<file path="src/rtl/sr_bank_writer_if.sv">
// ---------------------------------------------------------------------------
// sr_bank_writer_if
// Groups the signals of sr_bank_writer: the control handshake with the master
// and the drive/readback lines of the SR flip-flop bank.
//   req       master -> writer  write request
//   target    master -> writer  desired Q pattern
//   busy      writer -> master  write in progress
//   done      writer -> master  one-cycle success pulse
//   err       writer -> master  one-cycle failure pulse
//   err_bits  writer -> master  mismatch mask, valid with err
//   s_out     writer -> bank    per-bit set pulses
//   r_out     writer -> bank    per-bit reset pulses
//   q_in      bank   -> writer  readback of the bank's Q outputs
// The master modport is the environment side (control master plus bank);
// the slave modport is the writer side.
// ---------------------------------------------------------------------------
interface sr_bank_writer_if #(
   parameter int unsigned Width = 8
) ();

   logic             req;
   logic [Width-1:0] target;
   logic             busy;
   logic             done;
   logic             err;
   logic [Width-1:0] err_bits;
   logic [Width-1:0] s_out;
   logic [Width-1:0] r_out;
   logic [Width-1:0] q_in;

   modport master (
      output req, target, q_in,
      input  busy, done, err, err_bits, s_out, r_out
   );

   modport slave (
      input  req, target, q_in,
      output busy, done, err, err_bits, s_out, r_out
   );

endinterface

</file>
<file path="src/rtl/sr_bank_writer.sv">
// ---------------------------------------------------------------------------
// sr_bank_writer
// Drives a bank of Width clocked SR flip-flops to a requested pattern using
// per-bit set/reset pulses, then reads Q back and retries up to MaxRetry
// extra times before reporting the mismatching bits. S and R are never
// asserted together on the same bit.
// Ports:
//   clk_i    rising-edge clock, shared with the SR bank
//   rst_n_i  asynchronous active-low reset
//   bus_io   sr_bank_writer_if.slave (handshake + bank drive/readback)
// All outputs are registered.
// ---------------------------------------------------------------------------
module sr_bank_writer #(
   parameter int unsigned Width       = 8,
   parameter int unsigned PulseCycles = 2,
   parameter int unsigned MaxRetry    = 2
) (
   input logic             clk_i,
   input logic             rst_n_i,
   sr_bank_writer_if.slave bus_io
);

   localparam int unsigned PulseW = (PulseCycles > 1) ? $clog2(PulseCycles) : 1;
   localparam int unsigned RetryW = (MaxRetry > 0) ? $clog2(MaxRetry + 1) : 1;

   typedef enum logic [1:0] {StIdle, StDrive, StSettle, StCheck} state_e;

   state_e            state_q, state_d;
   logic [PulseW-1:0] pulse_cnt_q, pulse_cnt_d;
   logic [RetryW-1:0] retry_q, retry_d;
   logic [Width-1:0]  tgt_q, tgt_d;
   logic [Width-1:0]  s_q, s_d;
   logic [Width-1:0]  r_q, r_d;
   logic [Width-1:0]  err_bits_q, err_bits_d;
   logic              busy_q, busy_d;
   logic              done_q, done_d;
   logic              err_q, err_d;

   logic [Width-1:0]  accept_diff;
   logic [Width-1:0]  check_diff;
   logic              pulse_last;
   logic              retry_last;

   assign accept_diff = bus_io.target ^ bus_io.q_in;
   assign check_diff  = bus_io.q_in ^ tgt_q;
   assign pulse_last  = (pulse_cnt_q == PulseW'(PulseCycles - 1));
   assign retry_last  = (retry_q == RetryW'(MaxRetry));

   // State and output registers.
   always_ff @(posedge clk_i or negedge rst_n_i) begin
      if (!rst_n_i) begin
         state_q     <= StIdle;
         pulse_cnt_q <= '0;
         retry_q     <= '0;
         tgt_q       <= '0;
         s_q         <= '0;
         r_q         <= '0;
         err_bits_q  <= '0;
         busy_q      <= 1'b0;
         done_q      <= 1'b0;
         err_q       <= 1'b0;
      end else begin
         state_q     <= state_d;
         pulse_cnt_q <= pulse_cnt_d;
         retry_q     <= retry_d;
         tgt_q       <= tgt_d;
         s_q         <= s_d;
         r_q         <= r_d;
         err_bits_q  <= err_bits_d;
         busy_q      <= busy_d;
         done_q      <= done_d;
         err_q       <= err_d;
      end
   end

   // Next-state logic.
   always_comb begin
      state_d = state_q;
      unique case (state_q)
         StIdle: begin
            // A request whose target already matches completes without leaving IDLE.
            if (bus_io.req && (accept_diff != '0)) state_d = StDrive;
         end
         StDrive: begin
            if (pulse_last) state_d = StSettle;
         end
         StSettle: begin
            state_d = StCheck;
         end
         StCheck: begin
            if (check_diff == '0)  state_d = StIdle;
            else if (!retry_last)  state_d = StDrive;
            else                   state_d = StIdle;
         end
         default: state_d = StIdle;
      endcase
   end

   // Next values of the registered outputs and counters.
   always_comb begin
      pulse_cnt_d = pulse_cnt_q;
      retry_d     = retry_q;
      tgt_d       = tgt_q;
      s_d         = s_q;
      r_d         = r_q;
      err_bits_d  = '0;
      busy_d      = busy_q;
      done_d      = 1'b0;
      err_d       = 1'b0;
      unique case (state_q)
         StIdle: begin
            if (bus_io.req) begin
               tgt_d = bus_io.target;
               if (accept_diff == '0) begin
                  done_d = 1'b1;
               end else begin
                  // diff & target and diff & ~target are disjoint, so S and R never overlap.
                  s_d         = accept_diff & bus_io.target;
                  r_d         = accept_diff & ~bus_io.target;
                  busy_d      = 1'b1;
                  pulse_cnt_d = '0;
                  retry_d     = '0;
               end
            end
         end
         StDrive: begin
            if (pulse_last) begin
               s_d = '0;
               r_d = '0;
            end else begin
               pulse_cnt_d = pulse_cnt_q + 1'b1;
            end
         end
         StSettle: begin
         end
         StCheck: begin
            if (check_diff == '0) begin
               done_d = 1'b1;
               busy_d = 1'b0;
            end else if (!retry_last) begin
               // Retry masks come from the live readback, not the original diff.
               retry_d     = retry_q + 1'b1;
               pulse_cnt_d = '0;
               s_d         = check_diff & tgt_q;
               r_d         = check_diff & ~tgt_q;
            end else begin
               err_d      = 1'b1;
               err_bits_d = check_diff;
               busy_d     = 1'b0;
            end
         end
         default: begin
         end
      endcase
   end

   assign bus_io.busy     = busy_q;
   assign bus_io.done     = done_q;
   assign bus_io.err      = err_q;
   assign bus_io.err_bits = err_bits_q;
   assign bus_io.s_out    = s_q;
   assign bus_io.r_out    = r_q;

endmodule

</file>
<file path="src/flat_wrapper.sv">
// flat-port wrapper written by rule: the top's interface ports become plain ports
module sr_bank_writer_flat 
#(
   parameter int unsigned Width       = 8,
   parameter int unsigned PulseCycles = 2,
   parameter int unsigned MaxRetry    = 2
)
  (clk_i, rst_n_i, bus_io_req, bus_io_target, bus_io_q_in, bus_io_busy, bus_io_done, bus_io_err, bus_io_err_bits, bus_io_s_out, bus_io_r_out);
  sr_bank_writer_if #(.Width(Width)) bus_io_i ();
  input logic clk_i;
  input logic rst_n_i;
  input wire logic [$bits(bus_io_i.req)-1:0] bus_io_req;
  input wire logic [$bits(bus_io_i.target)-1:0] bus_io_target;
  input wire logic [$bits(bus_io_i.q_in)-1:0] bus_io_q_in;
  output wire logic [$bits(bus_io_i.busy)-1:0] bus_io_busy;
  output wire logic [$bits(bus_io_i.done)-1:0] bus_io_done;
  output wire logic [$bits(bus_io_i.err)-1:0] bus_io_err;
  output wire logic [$bits(bus_io_i.err_bits)-1:0] bus_io_err_bits;
  output wire logic [$bits(bus_io_i.s_out)-1:0] bus_io_s_out;
  output wire logic [$bits(bus_io_i.r_out)-1:0] bus_io_r_out;
  assign bus_io_i.req = bus_io_req;
  assign bus_io_i.target = bus_io_target;
  assign bus_io_i.q_in = bus_io_q_in;
  assign bus_io_busy = bus_io_i.busy;
  assign bus_io_done = bus_io_i.done;
  assign bus_io_err = bus_io_i.err;
  assign bus_io_err_bits = bus_io_i.err_bits;
  assign bus_io_s_out = bus_io_i.s_out;
  assign bus_io_r_out = bus_io_i.r_out;
  sr_bank_writer #(.Width(Width), .PulseCycles(PulseCycles), .MaxRetry(MaxRetry)) u_core (.clk_i(clk_i), .rst_n_i(rst_n_i), .bus_io(bus_io_i));
endmodule
</file>
<file path="config.mk">
export PLATFORM = sky130hd
export DESIGN_NAME = sr_bank_writer_flat
export DESIGN_NICKNAME = d
export VERILOG_FILES = /design/src/rtl/sr_bank_writer_if.sv /design/src/rtl/sr_bank_writer.sv /design/src/flat_wrapper.sv
export SDC_FILE = /design/constraint.sdc
export NUM_CORES = 1
export LEC_CHECK = 0
export CAP_MARGIN = 15
export CORE_ASPECT_RATIO = 1.5
export CORE_MARGIN = 3
export CORE_UTILIZATION = 52
export CTS_CLUSTER_SIZE = 10
export DETAILED_ROUTE_END_ITERATION = 12
export GPL_ROUTABILITY_DRIVEN = 0
export MAX_ROUTING_LAYER = met4
export PLACE_DENSITY_LB_ADDON = 0.2
export SETUP_SLACK_MARGIN = 0.5
export SLEW_MARGIN = 0
export SYNTH_ARGS = -nofsm -noshare
export SYNTH_HDL_FRONTEND = slang
export SYNTH_SLANG_ARGS = --single-unit
export TNS_END_PERCENT = 5
</file>
<file path="constraint.sdc">
create_clock -name clk_i -period 2.9 [get_ports clk_i]
set_clock_uncertainty 0.15 [all_clocks]
set_input_delay 0.435 -clock clk_i [delete_from_list [all_inputs] [get_ports clk_i]]
set_output_delay 0.435 -clock clk_i [all_outputs]
set_load 0.02 [all_outputs]
</file>
==> flow_metrics.py, run 1 <==
metrics = {
    "run_status": {
        "status": "finished clean",
    },
    "setup_path": {
        "critPathCaptureType": "flip-flop",
        "cp-start-kind": "primary input",
        "slowest_stage": "clkdlybuf4s50_1",
        "critical-path-max-stage-delay_ns": 0.48,
        "crit_type": "primary input to flip-flop",
        "cp_num_buf_inv": 3,
        "path_cells": "clkdlybuf4s50_1 -> inv_1 -> ha_1 -> nand4_1 -> o21ai_2 -> a221oi_4 -> buf_6 -> mux2_2",
        "crit_family": "buffers and inverters",
        "critPathMaxFanout": 6,
        "path_depth": 8,
        "rr_worst_depth": 4,
        "cp.required_ns": 2.93,
        "critPathArrivalTime_ns": 2.41,
    },
    "placement": {
        "portBuffers": 45,
        "hpwl_um": 3725,
        "placed_cells": 318,
        "dp_slack_ns": -0.1034,
    },
    "logic_synthesis": {
        "yosysSeqAreaShare_pct": 43.06,
        "synth_flop_cell": "dfrtp_1",
        "synthTopCellsByArea": "dfrtp_1 (43%), ha_1 (20%), a22oi_1 (5.2%)",
        "synthCells": 226,
        "syn_area_mm2": 0.002325,
        "syn-mean-instance-area_um2": 10.29,
        "synth_top_area_cell": "dfrtp_1",
        "yosysWarnings": 0,
        "syn_nets": 283,
        "synthArstFlopShare_pct": 100.0,
        "synth_common_cells": "dfrtp_1 (40), ha_1 (38), inv_1 (29)",
        "synth_cell_type_count": 30,
        "ys_seq_elements": 40,
        "synth.most_common_cell": "dfrtp_1",
        "synth-edff-count": 0,
        "synth_top_area_share_pct": 43.06,
    },
    "route": {
        "wire_per_inst_um": 15.58,
        "vias": 1811,
        "ant_nets": 0,
        "drtPass1Iterations": 4,
        "totalWireLength_um": 5141,
        "drc": 0,
        "drt-initial-drc-count": 85,
        "avgViaCountPerCell": 5.488,
    },
    "cts": {
        "cts_hold_buf": 0,
        "cts_root_buffer": "clkbuf_8",
        "clock_sinks": 40,
        "cts_tree": "yes",
        "clock_latency_ns": 0.30,
        "clk_pin_slew_ns": 0.07,
        "cts_buffers": 5,
        "clockBufferDepth": 2,
        "htreeDepth": 2,
    },
    "floorplanning": {
        "dieArea_mm2": 0.005326,
        "initial_core_util_pct": 54.30,
        "rows": 29,
        "chipHeight_um": 87.89,
        "die_w_um": 60.60,
        "num_io_pins": 46,
        "core_region_area_mm2": 0.004282,
    },
    "job": {
        "cap_violations": 0,
    },
    "power": {
        "seq_power_share_pct": 30.4,
        "p_leak_nw": 1.438,
        "ir_drop_uv": 542.1,
        "p_int_mw": 1.761,
        "power.share.clock_pct": 12.4,
        "power_switching_mw": 1.295,
        "switching_share_pct": 42.38,
        "p_comb_share_pct": 57.2,
        "cellPowerDensity_mw_per_mm2": 997.0,
    },
    "sta": {
        "final_hold_viol_count": 0,
        "relSlewSlack_pct": 41.04,
        "timing.final.crit_share_pct": 81.96,
        "finalCriticalPeriod_ns": 2.377,
        "finalWorstSetupSlack_ns": 0.5231,
        "whs_ns": 0.1034,
        "setup_viol": 0,
        "max_freq_ghz": 0.4207,
        "rsz0062_at_grt": "yes",
        "worst_slew_pin_slew_ns": 0.8844,
        "maxSlewViolCount": 0,
    },
    "layout": {
        "nNetsFinal": 340,
        "fin_cells": 330,
        "drive_above_1_share_pct": 16.55,
        "antennaDiodeCount": 0,
        "syn2layout_area_growth_pct": 31.86,
    },
    "worst_hold_path": {
        "hold_class": "primary input to async pin",
    },
    "grt": {
        "antenna_found_initial": 0,
        "grt_pass1_vias": 1809,
        "grt_pass1_wl_um": 8500,
        "gr-total-overflow": 0,
        "grt_usage_pct": 22.18,
        "grt_max_degree": 41,
    },
}
-- per-layer routing --
| metal | GRT usage [%] | vias to the layer above | wire length [um] |
|---|---|---|---|
| met2 | 35.05 | 57 | 2641 |
| li1 | - | 892 | - |
| met1 | 27.86 | 856 | 2168 |
| met5 | - | - | 0 |
| met3 | 5.015 | 6 | 250 |
| met4 | 7.101 | 0 | 81 |
-- placed cells by master (no fill, tap or decap), types with 9 or more instances in the layout --
cell type	Yosys	routed
dfrtp_1	40	40
nand2_1	13	13
a21oi_1	23	23
ha_1	38	32
o21ai_0	9	9
clkdlybuf4s50_1	0	43
a22oi_1	16	16
a21oi_2	10	10
buf_4	1	14
inv_1	29	29
nor2_1	14	14
-- metrics by stage --
stage               util (%)  area, um^2  power [mW]  setup TNS, ns
floorplan                  -        2325       2.047              0
detailed placement     66.80        2860       2.564         -1.082
finish                 71.60        3065       3.056              0
global placement       66.80        2860       2.526        -0.2095
CTS                    69.05        2957       2.964              0
global route           71.60        3065       3.312              0
-- power groups by stage --
stage,logic (mW),registers [mW],clock network [mW]
floorplan,0.991,1.06,0
global placement,1.61,0.915,0
detailed placement,1.64,0.923,0
CTS,1.66,0.914,0.388
global route,1.95,0.951,0.410
finish,1.75,0.929,0.379
-- flip-flops by register name (all words and copies together) (netlist names) --
signal and flops:
u_core.pulse_cnt_q 1, u_core.tgt_q 8, u_core.retry_q 2, u_core.bus_io.err 1
u_core.bus_io.r_out 8, u_core.state_q 2, u_core.bus_io.done 1, u_core.bus_io.err_bits 8
u_core.bus_io.busy 1, u_core.bus_io.s_out 8
-- worst paths after layout --
path / start / to / slack (ns)
setup / recovery: bus_io_q_in[7] / u_core.pulse_cnt_q / 0.52
min in group clk_i: u_core.retry_q[0] / u_core.retry_q[0] / 0.35
max in group asynchronous: rst_n_i / u_core.tgt_q[3] / 1.94
hold / removal: rst_n_i / u_core.bus_io.s_out[0] / 0.10
setup reg to reg: u_core.state_q[1] / u_core.pulse_cnt_q / 0.77
hold reg to reg: u_core.retry_q[0] / u_core.retry_q[0] / 0.35
-- kinds of logic (layout without fill, tap and decap cells) --
| family | count (synthesis) | count (layout) | share of synthesized area, % |
|---|---|---|---|
| multiplexers | 1 | 1 | 0.4844 |
| AO/OA/AOI/OAI | 72 | 72 | 21.80 |
| buffers and inverters | 40 | 98 | 7.158 |
| flip-flops | 40 | 40 | 43.06 |
| adder cells (fa/ha/maj) | 38 | 38 | 20.45 |
| AND/OR/NAND/NOR | 35 | 35 | 7.051 |
-- area by class of cell --
class                           count  area (um^2)
Timing Repair Buffer               61        569.3
Tap cell                           46        57.56
Multi-Input combinational cell    146         1239
Inverter                           29        108.9
Clock buffer                        8        90.09
Fill cell                         323         1216
Sequential cell                    40         1001
-- repair_timing --
item,4_1_cts,5_1_grt
gates resized for setup,3,8
pin swaps,0,4
cloned,0,1
buffers inserted,0,3
endpoints found under the setup margin,17,5
endpoints found under the hold margin,0,0
No activity file was read; power rests on OpenSTA's default activity.
==> inputs of run 2 (changes only) <==
--- a/config.mk
+++ b/config.mk
@@ -8,7 +8,7 @@
 export CAP_MARGIN = 15
 export CORE_ASPECT_RATIO = 1.5
 export CORE_MARGIN = 3
-export CORE_UTILIZATION = 52
+export CORE_UTILIZATION = 47
 export CTS_CLUSTER_SIZE = 10
 export DETAILED_ROUTE_END_ITERATION = 12
 export GPL_ROUTABILITY_DRIVEN = 0
==> constraint.sdc (replaced) <==
create_clock -name clk_i -period 1.9 [get_ports clk_i]
set_clock_uncertainty 0.15 [all_clocks]
set_input_delay 0.285 -clock clk_i [delete_from_list [all_inputs] [get_ports clk_i]]
set_output_delay 0.285 -clock clk_i [all_outputs]
set_load 0.02 [all_outputs]
==> run 2 against run 1 <==
The flow now finishes with violations (negative setup slack). Register-to-register slack got worse by 0.84 ns. Non-clock buffer count up 25. Via count is 9.0% higher. Cell count grew 13%. Clock power up 41%. Combinational power up 110%. Worst setup slack got worse by 0.59 ns. First-iteration DRC count shrank 49%. Sequential power rose by 59%.
==> flow_metrics.py, run 2 (synthesis results as in run 1) <==
metrics = {
    "run_status": {
        "status": "finished, violations left",
        "violations": "negative setup slack",
    },
    "sta": {
        "final_hold_viol_count": 0,
        "relSlewSlack_pct": 66.84,
        "rsz0062_at_grt": "yes",
        "worst_slew_pin_slew_ns": 0.4974,
        "setup_viol": 17,
        "max_freq_ghz": 0.5073,
        "tns_ns": -0.8258,
        "timing.final.crit_share_pct": 103.7,
        "finalWorstSetupSlack_ns": -0.07108,
        "maxSlewViolCount": 0,
        "finalCriticalPeriod_ns": 1.971,
    },
    "cts": {
        "cts_buffers": 5,
        "clock_latency_ns": 0.30,
        "cts_root_buffer": "clkbuf_8",
        "clock_sinks": 40,
        "cts_tree": "yes",
        "clockBufferDepth": 2,
        "htreeDepth": 2,
        "clk_pin_slew_ns": 0.07,
    },
    "floorplanning": {
        "chipHeight_um": 92.14,
        "initial_core_util_pct": 49.95,
        "die_w_um": 63.43,
        "rows": 30,
        "core_region_area_mm2": 0.004654,
        "dieArea_mm2": 0.005844,
        "num_io_pins": 46,
    },
    "grt": {
        "grt_usage_pct": 22.40,
        "grt_pass1_wl_um": 9735,
        "grt_max_degree": 41,
        "antenna_found_initial": 0,
        "gr-total-overflow": 0,
        "grt_pass1_vias": 2074,
    },
    "placement": {
        "portBuffers": 45,
        "hpwl_um": 4075,
    },
    "setup_path": {
        "critical-path-max-stage-delay_ns": 0.42,
        "path_cells": "ha_4 -> nand4_4 -> o21bai_4 -> a221oi_4 -> buf_6 -> buf_12 -> a21oi_1 -> a21oi_2",
        "slowest_stage": "dfrtp_1",
        "critPathArrivalTime_ns": 1.99,
        "crit_type": "flip-flop to flip-flop",
        "critPathMaxFanout": 8,
        "critPathCaptureType": "flip-flop",
        "rr_worst_depth": 8,
        "cp.required_ns": 1.92,
        "cp-start-kind": "flip-flop",
    },
    "worst_hold_path": {
        "hold_class": "primary input to flip-flop",
        "min_path_cells": 3,
    },
    "layout": {
        "syn2layout_area_growth_pct": 48.71,
        "drive_above_1_share_pct": 47.08,
        "antennaDiodeCount": 0,
        "regArea_mm2": 0.001005,
        "layout.cells.most_common": "dfrtp_1",
        "layout_common_cells": "dfrtp_1 (37), buf_4 (31), ha_1 (26)",
        "nNetsFinal": 365,
        "final_util_pct": 74.27,
        "multi_input_area_mm2": 0.001438,
        "num-fill-cells": 344,
    },
    "route": {
        "totalWireLength_um": 6162,
        "avgViaCountPerCell": 5.306,
        "drtPass1Iterations": 4,
        "ant_nets": 0,
        "vias": 1974,
        "wire_per_inst_um": 16.56,
        "drt-initial-drc-count": 43,
        "drc": 0,
    },
    "power": {
        "ir_drop_uv": 882.1,
        "fin_total_pwr_mw": 5.693,
        "p_leak_nw": 1.640,
        "cellPowerDensity_mw_per_mm2": 1647,
    },
    "job": {
        "cap_violations": 0,
    },
}
[run 2: layout make-up]
| class | instances | share of cell area (%) |
|---|---|---|
| clock buffer | 6 | 2.099 |
| tap | 64 | 2.316 |
| sequential | 40 | 29.06 |
| multi-input combinational | 146 | 41.59 |
| timing repair buffer | 86 | 21.64 |
| clock inverter | 1 | 0.1448 |
| inverter | 29 | 3.149 |
[run 2: worst paths after layout]
path | slack (ns) | to | from
setup reg to reg | -0.07 | u_core.bus_io.s_out[0] | u_core.tgt_q[3]
hold reg to reg | 0.35 | u_core.retry_q[0] | u_core.retry_q[0]
max in group asynchronous | 0.80 | u_core.state_q[1] | rst_n_i
min in group asynchronous | 0.42 | u_core.tgt_q[2] | rst_n_i
setup / recovery | -0.07 | u_core.bus_io.s_out[0] | u_core.tgt_q[3]
hold / removal | 0.23 | u_core.tgt_q[1] | bus_io_target[1]
[run 2: per-stage QoR]
step	hold WS [ns]	cell area (um^2)	setup WS, ns	instances
after floorplan	-0.1606	2441	-0.06272	226
after global placement	0.2233	3105	-0.5246	349
after detailed placement	0.2222	3105	-0.5802	349
after CTS	0.2266	3428	-0.03869	364
after global routing	0.2522	3457	-0.1533	372
final	0.2288	3457	-0.07108	372
[run 2: repair_timing]
| action | in CTS | in global routing |
|---|---|---|
| gates cloned | 1 | 1 |
| setup endpoints to repair | 67 | 62 |
| hold buffers | 1 | 0 |
| buffers inserted | 6 | 7 |
| resized for setup | 151 | 44 |
| pin swaps | 19 | 14 |
| hold endpoints to repair | 40 | 0 |
[run 2: worst max-delay path, delay by kind of cell, from the launching register on]
| family | cells | cell delay [ns] |
|---|---|---|
| adders and majority gates | 1 | 0.31 |
| buffers and inverters | 2 | 0.27 |
| AOI/OAI and AO/OA | 4 | 0.57 |
| and+or+nand+nor | 1 | 0.13 |
| DFF | 1 | 0.42 |
[run 2: metal layers]
layer / vias to the layer above / global-route usage [%] / routed length, um
met1: 940 / 24.67 / 2375
met5: - / - / 0
met3: 22 / 4.902 / 315
li1: 947 / - / -
met2: 65 / 36.88 / 3211
met4: 0 / 12.97 / 260
[run 2: report_power, final]
| part | internal (mW) | switching, mW | total, mW | leakage [nW] |
|---|---|---|---|---|
| clock | 0.250 | 0.284 | 0.534 | 0.0410 |
| combinational | 1.81 | 1.87 | 3.68 | 1.10 |
| sequential | 1.20 | 0.277 | 1.48 | 0.500 |
| total | 3.26 | 2.43 | 5.69 | 1.64 |
